--- config.mk ---
export PLATFORM = sky130hd
export DESIGN_NAME = debouncer
export DESIGN_NICKNAME = d
export VERILOG_FILES = /design/src/rtl/debouncer.sv
export SDC_FILE = /design/constraint.sdc
export NUM_CORES = 1
export LEC_CHECK = 0
export BUFFER_PORTS_ARGS = -buffer_cell sky130_fd_sc_hd__buf_2
export CORE_AREA = 8 8 45 47
export DETAILED_ROUTE_END_ITERATION = 10
export DIE_AREA = 0 0 53 55
export SLEW_MARGIN = 20
export SYNTH_ARGS = -nofsm -noshare
export SYNTH_HDL_FRONTEND = slang
export SYNTH_SLANG_ARGS = --single-unit
--- constraint.sdc ---
create_clock -name clk -period 1.9 [get_ports clk]
set_input_delay 0.38 -clock clk [delete_from_list [all_inputs] [get_ports clk]]
set_output_delay 0.38 -clock clk [all_outputs]
set_load 0.1 [all_outputs]
--- src/rtl/debouncer.sv ---
// Level debouncer: optional synchronizer followed by a stable-count qualifier.
// Define DEBOUNCER_SYNC_EN to compile in the SYNC_STAGES-deep synchronizer.
module debouncer #(
  parameter int   SYNC_STAGES   = 2,
  parameter int   STABLE_CYCLES = 16,
  parameter logic POR_VALUE     = 1'b0
) (
  input  logic clk,
  input  logic rst,
  input  logic in,
  output logic out,
  output logic busy
);

  localparam int             CW   = $clog2(STABLE_CYCLES + 1);
  localparam logic [CW-1:0]  LAST = CW'(STABLE_CYCLES - 1);
  localparam logic [CW-1:0]  ZERO = {CW{1'b0}};

  logic          s_s;
  logic          out_r;
  logic          busy_r;
  logic [CW-1:0] cnt_r;
  logic [CW-1:0] cnt_next_s;
  logic          out_next_s;

`ifdef DEBOUNCER_SYNC_EN
  logic [SYNC_STAGES-1:0] sync_r;

  // Synchronizer chain bringing the raw level into the clk domain
  always_ff @(posedge clk or posedge rst) begin
    if (rst) begin
      sync_r <= {SYNC_STAGES{POR_VALUE}};
    end else begin
      sync_r <= {sync_r[SYNC_STAGES-2:0], in};
    end
  end

  assign s_s = sync_r[SYNC_STAGES-1];
`else
  localparam int unused_sync_stages = SYNC_STAGES;

  assign s_s = in;
`endif

  // Compare/count qualifier: a mismatch streak must reach STABLE_CYCLES to flip out
  always_comb begin
    cnt_next_s = cnt_r;
    out_next_s = out_r;
    if (s_s == out_r) begin
      cnt_next_s = ZERO;
    end else if (cnt_r == LAST) begin
      out_next_s = s_s;
      cnt_next_s = ZERO;
    end else begin
      cnt_next_s = cnt_r + 1'b1;
    end
  end

  // State and output registers; busy reflects the counter value after the edge
  always_ff @(posedge clk or posedge rst) begin
    if (rst) begin
      out_r  <= POR_VALUE;
      cnt_r  <= ZERO;
      busy_r <= 1'b0;
    end else begin
      out_r  <= out_next_s;
      cnt_r  <= cnt_next_s;
      busy_r <= (cnt_next_s != ZERO);
    end
  end

  assign out  = out_r;
  assign busy = busy_r;

endmodule

; ---- Word-level counts from Yosys, hierarchy flattened
; Cells that the tools add are included.
; W data, S select, Z words.
[op_classes]
add_sub_neg = 1
n_eq_ne = 2
mux = 2
bitwise = 1
reduce_logical = 2
[ops]
columns = cell, count
row1 = $mux W5, 2
row2 = $add A5 B1 Y5 const B, 1
row3 = $eq A5 B4 Y1 const B, 1
row4 = $reduce_bool A5 Y1, 1
row5 = $reduce_and A2 Y1, 1
row6 = $eq A1 B1 Y1, 1
row7 = $not A1 Y1, 1
[totals]
register_bits = 7
input_bits = 3
output_inout_bits = 2
word_cells = 11

; ---- Depth between registers and ports, before layout
; Gate-level depths: netlist of the first run.
[depth]
ltp_word = 4
ltp_mapped = 4
mapped_depth_nobuf = 4

; ---- Least setup slack after synthesis of the first run
; OpenSTA, ideal clock, no wires.
[synth_timing]
path_kind = reg2reg
from = register out_r (netlist: out)
to = register busy_r (netlist: busy)
setup_ps = 87
t_arrival_ps = 1482
t_required_ps = 1813
path_slack_ps = 331
path_stages_with_launch = 4
n_path_buf = 0
synth_period_minus_slack_ps = 1569
path_cell_list = dfrtp_1 xor2_1 o21ai_2 a211oi_2
[synth_between]
elab_chain_cells = 3
[synth_lines]
columns = item, line_no
row1 = from (decl), 20  ; logic out_r;
row2 = from (signal assigned), 66  ; out_r <= out_next_s;
row3 = $eq A1 B1 Y1, 49  ; if (s_s == out_r) begin
row4 = $mux W5, 49
row5 = $reduce_bool A5 Y1, 68  ; busy_r <= (cnt_next_s != ZERO);
row6 = to (signal assigned), 68
row7 = to (decl), 21  ; logic busy_r;
; No other way between the ends.
; A chain may end at the register's enable or synchronous reset.

; ---- Worst setup path after layout of the first run
[layout_timing]
from = register out_r (netlist: out)
to = output out
[layout_rtl]
columns = item, line_no
row1 = to (decl), 11  ; output logic out,
; No word-level cell between the ends.

==> results of run 1 <==
[cell usage after synthesis]
| library cell | n | area (µm²) |
|---|---|---|
| ha_1 | 1 | 12.5 |
| nor2_1 | 4 | 15.0 |
| nor4_1 | 1 | 6.26 |
| nand2_1 | 1 | 3.75 |
| and3_1 | 1 | 6.26 |
| and3_2 | 1 | 7.51 |
| o21ai_0 | 1 | 5.00 |
| xor2_1 | 3 | 26.3 |
| and4_1 | 1 | 8.76 |
| a211oi_2 | 1 | 12.5 |
| nand3_2 | 1 | 10.0 |
| dfrtp_1 | 7 | 175 |
| and2_2 | 1 | 7.51 |
| nand3_1 | 1 | 5.00 |
| inv_1 | 2 | 7.51 |
| o21ai_2 | 1 | 8.76 |
| mux2_1 | 1 | 11.3 |
[routing by layer]
layer	routed length (µm)	GRT usage, %	up-vias
li1	-	-	117
met3	43	3.21	2
met5	0	0	-
met4	14	5.17	0
met1	209	4.01	107
met2	248	6.64	6
[registers in the layout (all words and copies together) (netlist names)]
name   count
out        1
busy       1
cnt_r      5
[cell type report]
type | instances | area, µm²
multi-input combinational | 20 | 146
sequential | 7 | 175
clock buffer | 3 | 22.5
inverter | 2 | 7.51
clock inverter | 1 | 5.00
fill | 148 | 987
tap | 16 | 20.0
timing repair buffer | 4 | 20.0
[per-stage QoR]
| stage | hold slack [ps] | total power, mW | cell area [µm²] |
|---|---|---|---|
| floorplan | 183 | 0.200 | 329 |
| global placement | 322 | 0.209 | 369 |
| detailed placement | 322 | 0.210 | 369 |
| CTS | 45.2 | 0.348 | 397 |
| global route | 57.9 | 0.369 | 397 |
| finish | 45.4 | 0.339 | 397 |
[cell usage in the layout (no fill, tap or decap)]
cell,netlist,routed
clkbuf_4,0,3
ha_1,1,1
and3_2,1,1
buf_2,0,4
xor2_1,3,3
and2_2,1,1
clkinv_2,0,1
nand3_2,1,1
nand2_1,1,1
a211oi_2,1,1
mux2_1,1,1
nor4_1,1,1
o21ai_0,1,1
nor2_1,4,4
and3_1,1,1
dfrtp_1,7,7
o21ai_2,1,1
and4_1,1,1
nand3_1,1,1
inv_1,2,2
[where the power goes]
part / internal (mW) / switching, mW / total, mW
sequential: 0.156 / 0.00646 / 0.163
clock: 0.0768 / 0.0549 / 0.132
combinational: 0.0128 / 0.0313 / 0.0442
[kinds of logic after synthesis]
group                    after synthesis
AO/OA/AOI/OAI                          3
buffers and inverters                  2
multiplexers                           1
adder cells (fa/ha/maj)                1
AND/OR/NAND/NOR                       12
flip-flops                             7
XOR/XNOR                               3
[worst max path at each step]
stage                                  start              end  cells after the start
after floorplan              out$_DFFE_PP0P_   busy$_DFF_PP0_                      3
after global placement    cnt_r[0]$_DFF_PP0_  out$_DFFE_PP0P_                      4
after detailed placement  cnt_r[0]$_DFF_PP0_  out$_DFFE_PP0P_                      4
after CTS                    out$_DFFE_PP0P_              out                      1
after global routing         out$_DFFE_PP0P_              out                      1
final                        out$_DFFE_PP0P_              out                      1
==> flow_summary.yaml, run 1 <==
timing:
  final-hold-violation-count: 0
  fin_crit_ps: 1430
  drv_slew: 0
  relSlewSlack_pct: 67.9
  rsz0062_at_grt: "no"
  setup_viol: 0
  timing.fmax_mhz: 701
  fin_crit_sh_pct: 75.1
  tns_ps: 0
  setup_ws_ps: 473
  fin_skew_ps: 3.82
  tightest_slew_ps: 485
detailed_routing:
  dr.first_iter.drc_count: 4
  ant_nets: 0
  first_pass_iters: 2
  drt-total-wl_um: 515
  via_per_inst: 4.38
  routedWlPerCell_um: 9.72
  vias: 232
  drc_errors: 0
die:
  die-area_um2: 2920
  ioPinCount: 5
  initial_core_util_pct: 23.8
  core-area_um2: 1380
  rows: 14
  chipWidth_um: 53
  die_y_um: 55
synth:
  syn_inst: 29
  syn_nets: 33
  synth_cell_types: 17
  synthAdderAreaFrac_pct: 3.80
  ys_warn_count: 0
  yosys.area_share.simple_pct: 21.3
  synth-xor-area-share_pct: 7.98
  netlist_area_um2: 329
  synth_compound_area_share_pct: 7.98
  synth.mux.area_fraction_pct: 3.42
  synth-seq-cells: 7
  synth_top_family_by_area: "simple AND/OR/NAND/NOR gates"
  syn_avg_cell_area_um2: 11.3
  ys_seq_area_share_pct: 53.2
power_and_ir_drop:
  vdd_ir_drop_max_mv: 0.350
  leakagePower_nw: 0.209
  cellPowerDensity_nw_per_um2: 854
clock_network:
  cts_max_path_buffers: 2
  cts.sink_count: 7
  post_cts_buffers: 0
  cts_max_level: 1
  tritoncts: "built"
  cts.clk_slew.worst_paths_ps: 50
  numCtsBuffers: 3
  hold_buffers: 0
  clk_latency_ps: 250
  cts-resized-gates: 0
  cts-root-buf: "clkbuf_4"
final_layout:
  drive_gt1_share_pct: 35.1
  fin_cells: 53
  syn2layout_area_growth_pct: 20.5
  fin_util_pct: 28.7
  antenna_cells: 0
  nNetsFinal: 42
placed_design:
  gp_congestion: 0.668
  dp_hpwl_um: 405
  post-place-ws_ps: 565
  io_buffers: 4
  dp_cells: 49
grt:
  grt_pass1_vias: 220
  antenna_found_initial: 0
  grtUsageTotal_pct: 4.61
  grt_pass1_wl_um: 869
  grt_max_degree: 8
  overflow: 0
worst_hold_path:
  hp-class: "primary input to asynchronous set/reset pin"
status:
  status: "complete, no violations"
worst_setup_path:
  crit_chain: "buf_2"
  slowest_delay_ps: 430
  reg2reg_slack_ps: 570
  cp_num_buf_inv: 1
  crit_arrival_ps: 1050
  r2r-start: "cnt_r[0]$_DFF_PP0_"
  reg2reg_to: "out$_DFFE_PP0P_"
  cp_max_fo: 3
  reg2reg_depth: 4
  worstPathRequired_ps: 1520
  cp_top_family: "buffers and inverters"
  slowest_stage: "buf_2"
  crit_path_end_kind: "output port"
  start_kind: "register"
  worstSetupPathType: "register to output port"
run:
  maxCapViolCount: 0
Note: power is estimated with default switching activity, not from simulation.
==> inputs of run 2 (changes only) <==
clock period = 1.4 ns   (was 1.9 ns; I/O delays follow)
==> run 2 against run 1 <==
  * Core utilization increased by 1.4 points
  * Sequential power increased by 36%
  * Critical path depth unchanged
  * Clock power increased by 36%
  * Routed wire length increased by 0.97%
  * Cell area increased by 4.7%
  * Sequential share of layout area decreased by 1.7 points
==> flow_summary.yaml, run 2 (synthesis results as in run 1) <==
timing:
  drv_slew: 0
  fin_worst_hold_slack_ps: 283
  setup_viol: 0
  tns_ps: 0
  relSlewSlack_pct: 67.8
  rsz0062_at_grt: "no"
  tightest_slew_ps: 487
  setup_ws_ps: 92.6
  fin_crit_ps: 1310
  timing.fmax_mhz: 765
  fin_skew_ps: 8.92
  fin_crit_sh_pct: 93.4
  final-hold-violation-count: 0
final_layout:
  drive_gt1_share_pct: 39.5
  top_register: "cnt_r"
  mostFrequentLayoutCells: "dfrtp_1, nor2_1, buf_2, xor2_1, clkbuf_4"
  syn2layout_area_growth_pct: 26.2
  final_common_cell: "dfrtp_1"
  antenna_cells: 0
  largest_reg_flops: 5
  nNetsFinal: 43
power_and_ir_drop:
  internal_power_mw: 0.342
  leakagePower_nw: 0.208
  p_sw_mw: 0.122
  swShare_pct: 26.3
  vdd_ir_drop_max_mv: 0.608
  p_clk_share_pct: 38.5
  cellPowerDensity_nw_per_um2: 1120
  seqPwrFrac_pct: 47.8
  power.share.combinational_pct: 13.7
worst_setup_path:
  cp_num_buf_inv: 1
  crit_path_end_kind: "output port"
  crit_path_start: "out$_DFFE_PP0P_"
  worstPathRequired_ps: 1120
  crit_chain: "buf_2"
  reg2reg_slack_ps: 100
  crit_path_end: "out"
  slowest_delay_ps: 420
  cp_top_family: "buffers and inverters"
  cp_max_fo: 3
  reg2reg_depth: 4
  crit_arrival_ps: 1030
  worst-path-stages: 1
  start_kind: "register"
  reg2reg_to: "out$_DFFE_PP0P_"
  worstSetupPathType: "register to output port"
  r2r-start: "cnt_r[0]$_DFF_PP0_"
  slowest_stage: "buf_2"
clock_network:
  cts.sink_count: 7
  tritoncts: "built"
  cts-root-buf: "clkbuf_4"
  numCtsBuffers: 3
  cts_max_path_buffers: 2
  cts_max_level: 1
  clk_latency_ps: 250
  cts.clk_slew.worst_paths_ps: 50
  post_cts_buffers: 0
grt:
  grt_max_degree: 8
  overflow: 0
  grt_pass1_vias: 236
  grt_pass1_wl_um: 959
  grtUsageTotal_pct: 4.94
  antenna_found_initial: 0
detailed_routing:
  drt-total-wl_um: 520
  via_per_inst: 4.26
  routedWlPerCell_um: 9.63
  ant_nets: 0
  drc_errors: 0
  vias: 230
  dr.first_iter.drc_count: 0
  first_pass_iters: 1
worst_hold_path:
  hp-class: "primary input to register"
placed_design:
  io_buffers: 4
  dp_hpwl_um: 411
  post-place-ws_ps: 83.5
  gp_congestion: 0.711
status:
  status: "complete, no violations"
die:
  die-area_um2: 2920
  chipWidth_um: 53
  rows: 14
  core-area_um2: 1380
  die_y_um: 55
  ioPinCount: 5
  initial_core_util_pct: 23.8
run:
  maxCapViolCount: 0
==> run 2: cell count changes in the layout (fill, tap and decap cells not counted) <==
cell	before	now
ha_1	1	0
nor4_1	1	0
nor4_2	0	1
ha_2	0	1
dfrtp_2	0	1
clkbuf_1	0	1
dlygate4sd3_1	0	1
clkinv_2	1	0
dfrtp_1	7	6
==> run 2: power by group through the flow <==
| stage | combinational [mW] | sequential (mW) | clock, mW |
|---|---|---|---|
| floorplan | 0.0280 | 0.244 | 0 |
| global placement | 0.0594 | 0.224 | 0 |
| detailed placement | 0.0612 | 0.224 | 0 |
| CTS | 0.0633 | 0.221 | 0.190 |
| global route | 0.0704 | 0.224 | 0.213 |
| finish | 0.0636 | 0.222 | 0.179 |
==> run 2: timing repair <==
item	CTS	global route
gates resized for setup	0	2
hold buffers	1	0
endpoints found under the hold margin	7	0
endpoints found under the setup margin	0	2
==> run 2: worst min-delay path by stage <==
stage / cells past startpoint / from / endpoint / slack, ps
final: 2 / in / out$_DFFE_PP0P_ / 280
after global routing: 2 / in / out$_DFFE_PP0P_ / 270
after CTS: 2 / in / out$_DFFE_PP0P_ / 280
after detailed placement: 2 / rst / cnt_r[4]$_DFF_PP0_ / 230
after global placement: 2 / rst / cnt_r[3]$_DFF_PP0_ / 220
after floorplan: 1 / rst / busy$_DFF_PP0_ / 80
==> run 2: metal layers <==
metal / track usage (%) / vias up / wire length (µm)
li1: - / 119 / -
met1: 4.78 / 104 / 212
met2: 6.84 / 5 / 257
met3: 4.01 / 2 / 30
met4: 3.88 / 0 / 19
met5: 0 / - / 0
==> run 2: cell type report <==
class / count / area, µm²
multi-input cells: 20 / 155
flip-flops and latches: 7 / 176
fillers: 152 / 968
repair buffers: 5 / 30.0
well taps: 16 / 20.0
inverters: 2 / 7.51
clock buffers: 4 / 26.3
==> run 2: metrics by stage <==
stage / std cells / total power, mW / util (%) / instance area, µm²
after global placement: 49 / 0.284 / 26.8 / 370
after global routing: 54 / 0.508 / 30.0 / 415
after CTS: 54 / 0.475 / 29.4 / 407
final: 54 / 0.464 / 30.0 / 415
after floorplan: 29 / 0.272 / - / 330
after detailed placement: 49 / 0.286 / 26.8 / 370
==> inputs of run 3 (changes only) <==
CTS_BUF_LIST = sky130_fd_sc_hd__clkbuf_16   (was unset)
==> run 3 against run 2 <==
  * Flip-flop and latch count stayed put
  * Clock-buffer cell count decreased by 1
  * Core utilization rose by 3.8 points
  * Routed wire length rose by 6.9%
  * Critical path type is now register to register
  * Largest power group is now clock
==> flow_summary.yaml, run 3 (synthesis results as in run 1) <==
status:
  status: "complete, no violations"
timing:
  final-hold-violation-count: 0
  drv_slew: 0
  fin_crit_sh_pct: 92.6
  setup_viol: 0
  relSlewSlack_pct: 67.8
  timing.fmax_mhz: 771
  tns_ps: 0
  tightest_slew_ps: 486
  fin_crit_ps: 1300
  fin_worst_hold_slack_ps: 297
  fin_skew_ps: 3.50
  rsz0062_at_grt: "no"
worst_setup_path:
  r2r-start: "cnt_r[0]$_DFF_PP0_"
  start_kind: "register"
  slowest_stage: "dfrtp_1"
  crit_arrival_ps: 1400
  crit_path_start: "cnt_r[0]$_DFF_PP0_"
  reg2reg_depth: 4
  worst-path-stages: 4
  reg2reg_to: "out$_DFFE_PP0P_"
  slowest_delay_ps: 390
  crit_path_end: "out$_DFFE_PP0P_"
  cp_top_family: "flip-flops"
  worstSetupPathType: "register to register"
  worstPathRequired_ps: 1500
  reg2reg_slack_ps: 100
  cp_max_fo: 5
  crit_chain: "ha_2 -> nand3_2 -> nor2_1 -> mux2_1"
  cp_num_buf_inv: 0
  crit_path_end_kind: "register"
clock_network:
  clk_latency_ps: 230
  cts_max_level: 1
  cts_max_path_buffers: 2
  cts-root-buf: "clkbuf_16"
  post_cts_buffers: 0
  tritoncts: "built"
  cts.sink_count: 7
  cts.clk_slew.worst_paths_ps: 30
  numCtsBuffers: 3
die:
  die-area_um2: 2920
  die_y_um: 55
  chipWidth_um: 53
  initial_core_util_pct: 23.8
  ioPinCount: 5
  core-area_um2: 1380
  rows: 14
final_layout:
  multiInputGateArea_um2: 155
  top_register: "cnt_r"
  antenna_cells: 0
  mostFrequentLayoutCells: "dfrtp_1, nor2_1, buf_2"
  final_area_um2: 468
  fillers: 147
  nNetsFinal: 43
  syn2layout_area_growth_pct: 42.2
  drive_gt1_share_pct: 39.5
  largest_reg_flops: 5
  register_area_um2: 176
  final_common_cell: "dfrtp_1"
grt:
  grt_pass1_vias: 237
  grt_pass1_wl_um: 1010
  grt_max_degree: 8
  grtUsageTotal_pct: 5.66
  overflow: 0
  antenna_found_initial: 0
detailed_routing:
  dr.first_iter.drc_count: 0
  first_pass_iters: 1
  via_per_inst: 4.33
  drc_errors: 0
  ant_nets: 0
  drt-total-wl_um: 556
  vias: 234
  routedWlPerCell_um: 10.3
power_and_ir_drop:
  vdd_ir_drop_max_mv: 0.869
  cellPowerDensity_nw_per_um2: 1630
  leakagePower_nw: 0.235
placed_design:
  io_buffers: 4
  gp_congestion: 0.711
  dp_hpwl_um: 411
  dpl-instance-area_um2: 370
worst_hold_path:
  hp-class: "primary input to register"
run:
  maxCapViolCount: 0
run 3: worst reg2reg max path, stage by stage, from the launching register on:
cell,delay (ps)
dfrtp_1,390
ha_2,240
nand3_2,100
nor2_1,120
mux2_1,330
run 3: repair_timing:
item	in CTS	in global routing
endpoints found under the setup margin	0	2
resized for setup	0	2
hold buffers	1	0
hold endpoints to repair	7	0
run 3: area by class of cell:
class,count,area share [%]
clock buffer,3,16.0
clock inverter,1,0.802
inverter,2,1.60
multi-input combinational,20,33.2
sequential,7,37.7
tap,16,4.28
timing repair buffer,5,6.42
run 3: worst min-delay path by stage:
stage / from / endpoint / cells past startpoint
floorplan: rst / busy$_DFF_PP0_ / 1
global placement: rst / cnt_r[3]$_DFF_PP0_ / 2
detailed placement: rst / cnt_r[4]$_DFF_PP0_ / 2
CTS: in / out$_DFFE_PP0P_ / 2
global route: in / out$_DFFE_PP0P_ / 2
finish: in / out$_DFFE_PP0P_ / 2
run 3: metal layers:
layer / global-route usage, % / up-vias / share of wire (%)
li1: - / 118 / -
met5: 0 / - / 0
met4: 9.05 / 0 / 7.4
met1: 4.93 / 106 / 37
met3: 4.01 / 4 / 8.1
met2: 6.84 / 6 / 47
run 3: where the power goes:
group | internal, mW | switching [mW] | total (mW)
registers | 0.213 | 0.00886 | 0.222
logic | 0.0210 | 0.0427 | 0.0637
clock network | 0.371 | 0.106 | 0.477
run 3: metrics by stage:
step	instances	power (mW)	utilization, %	worst slack [ps]
4_1_cts	54	0.774	33.2	78.6
2_1_floorplan	29	0.272	-	102
3_3_place_gp	49	0.284	26.8	96.5
3_5_place_dp	49	0.286	26.8	83.5
5_1_grt	54	0.807	33.8	28.7
6_report	54	0.763	33.8	104
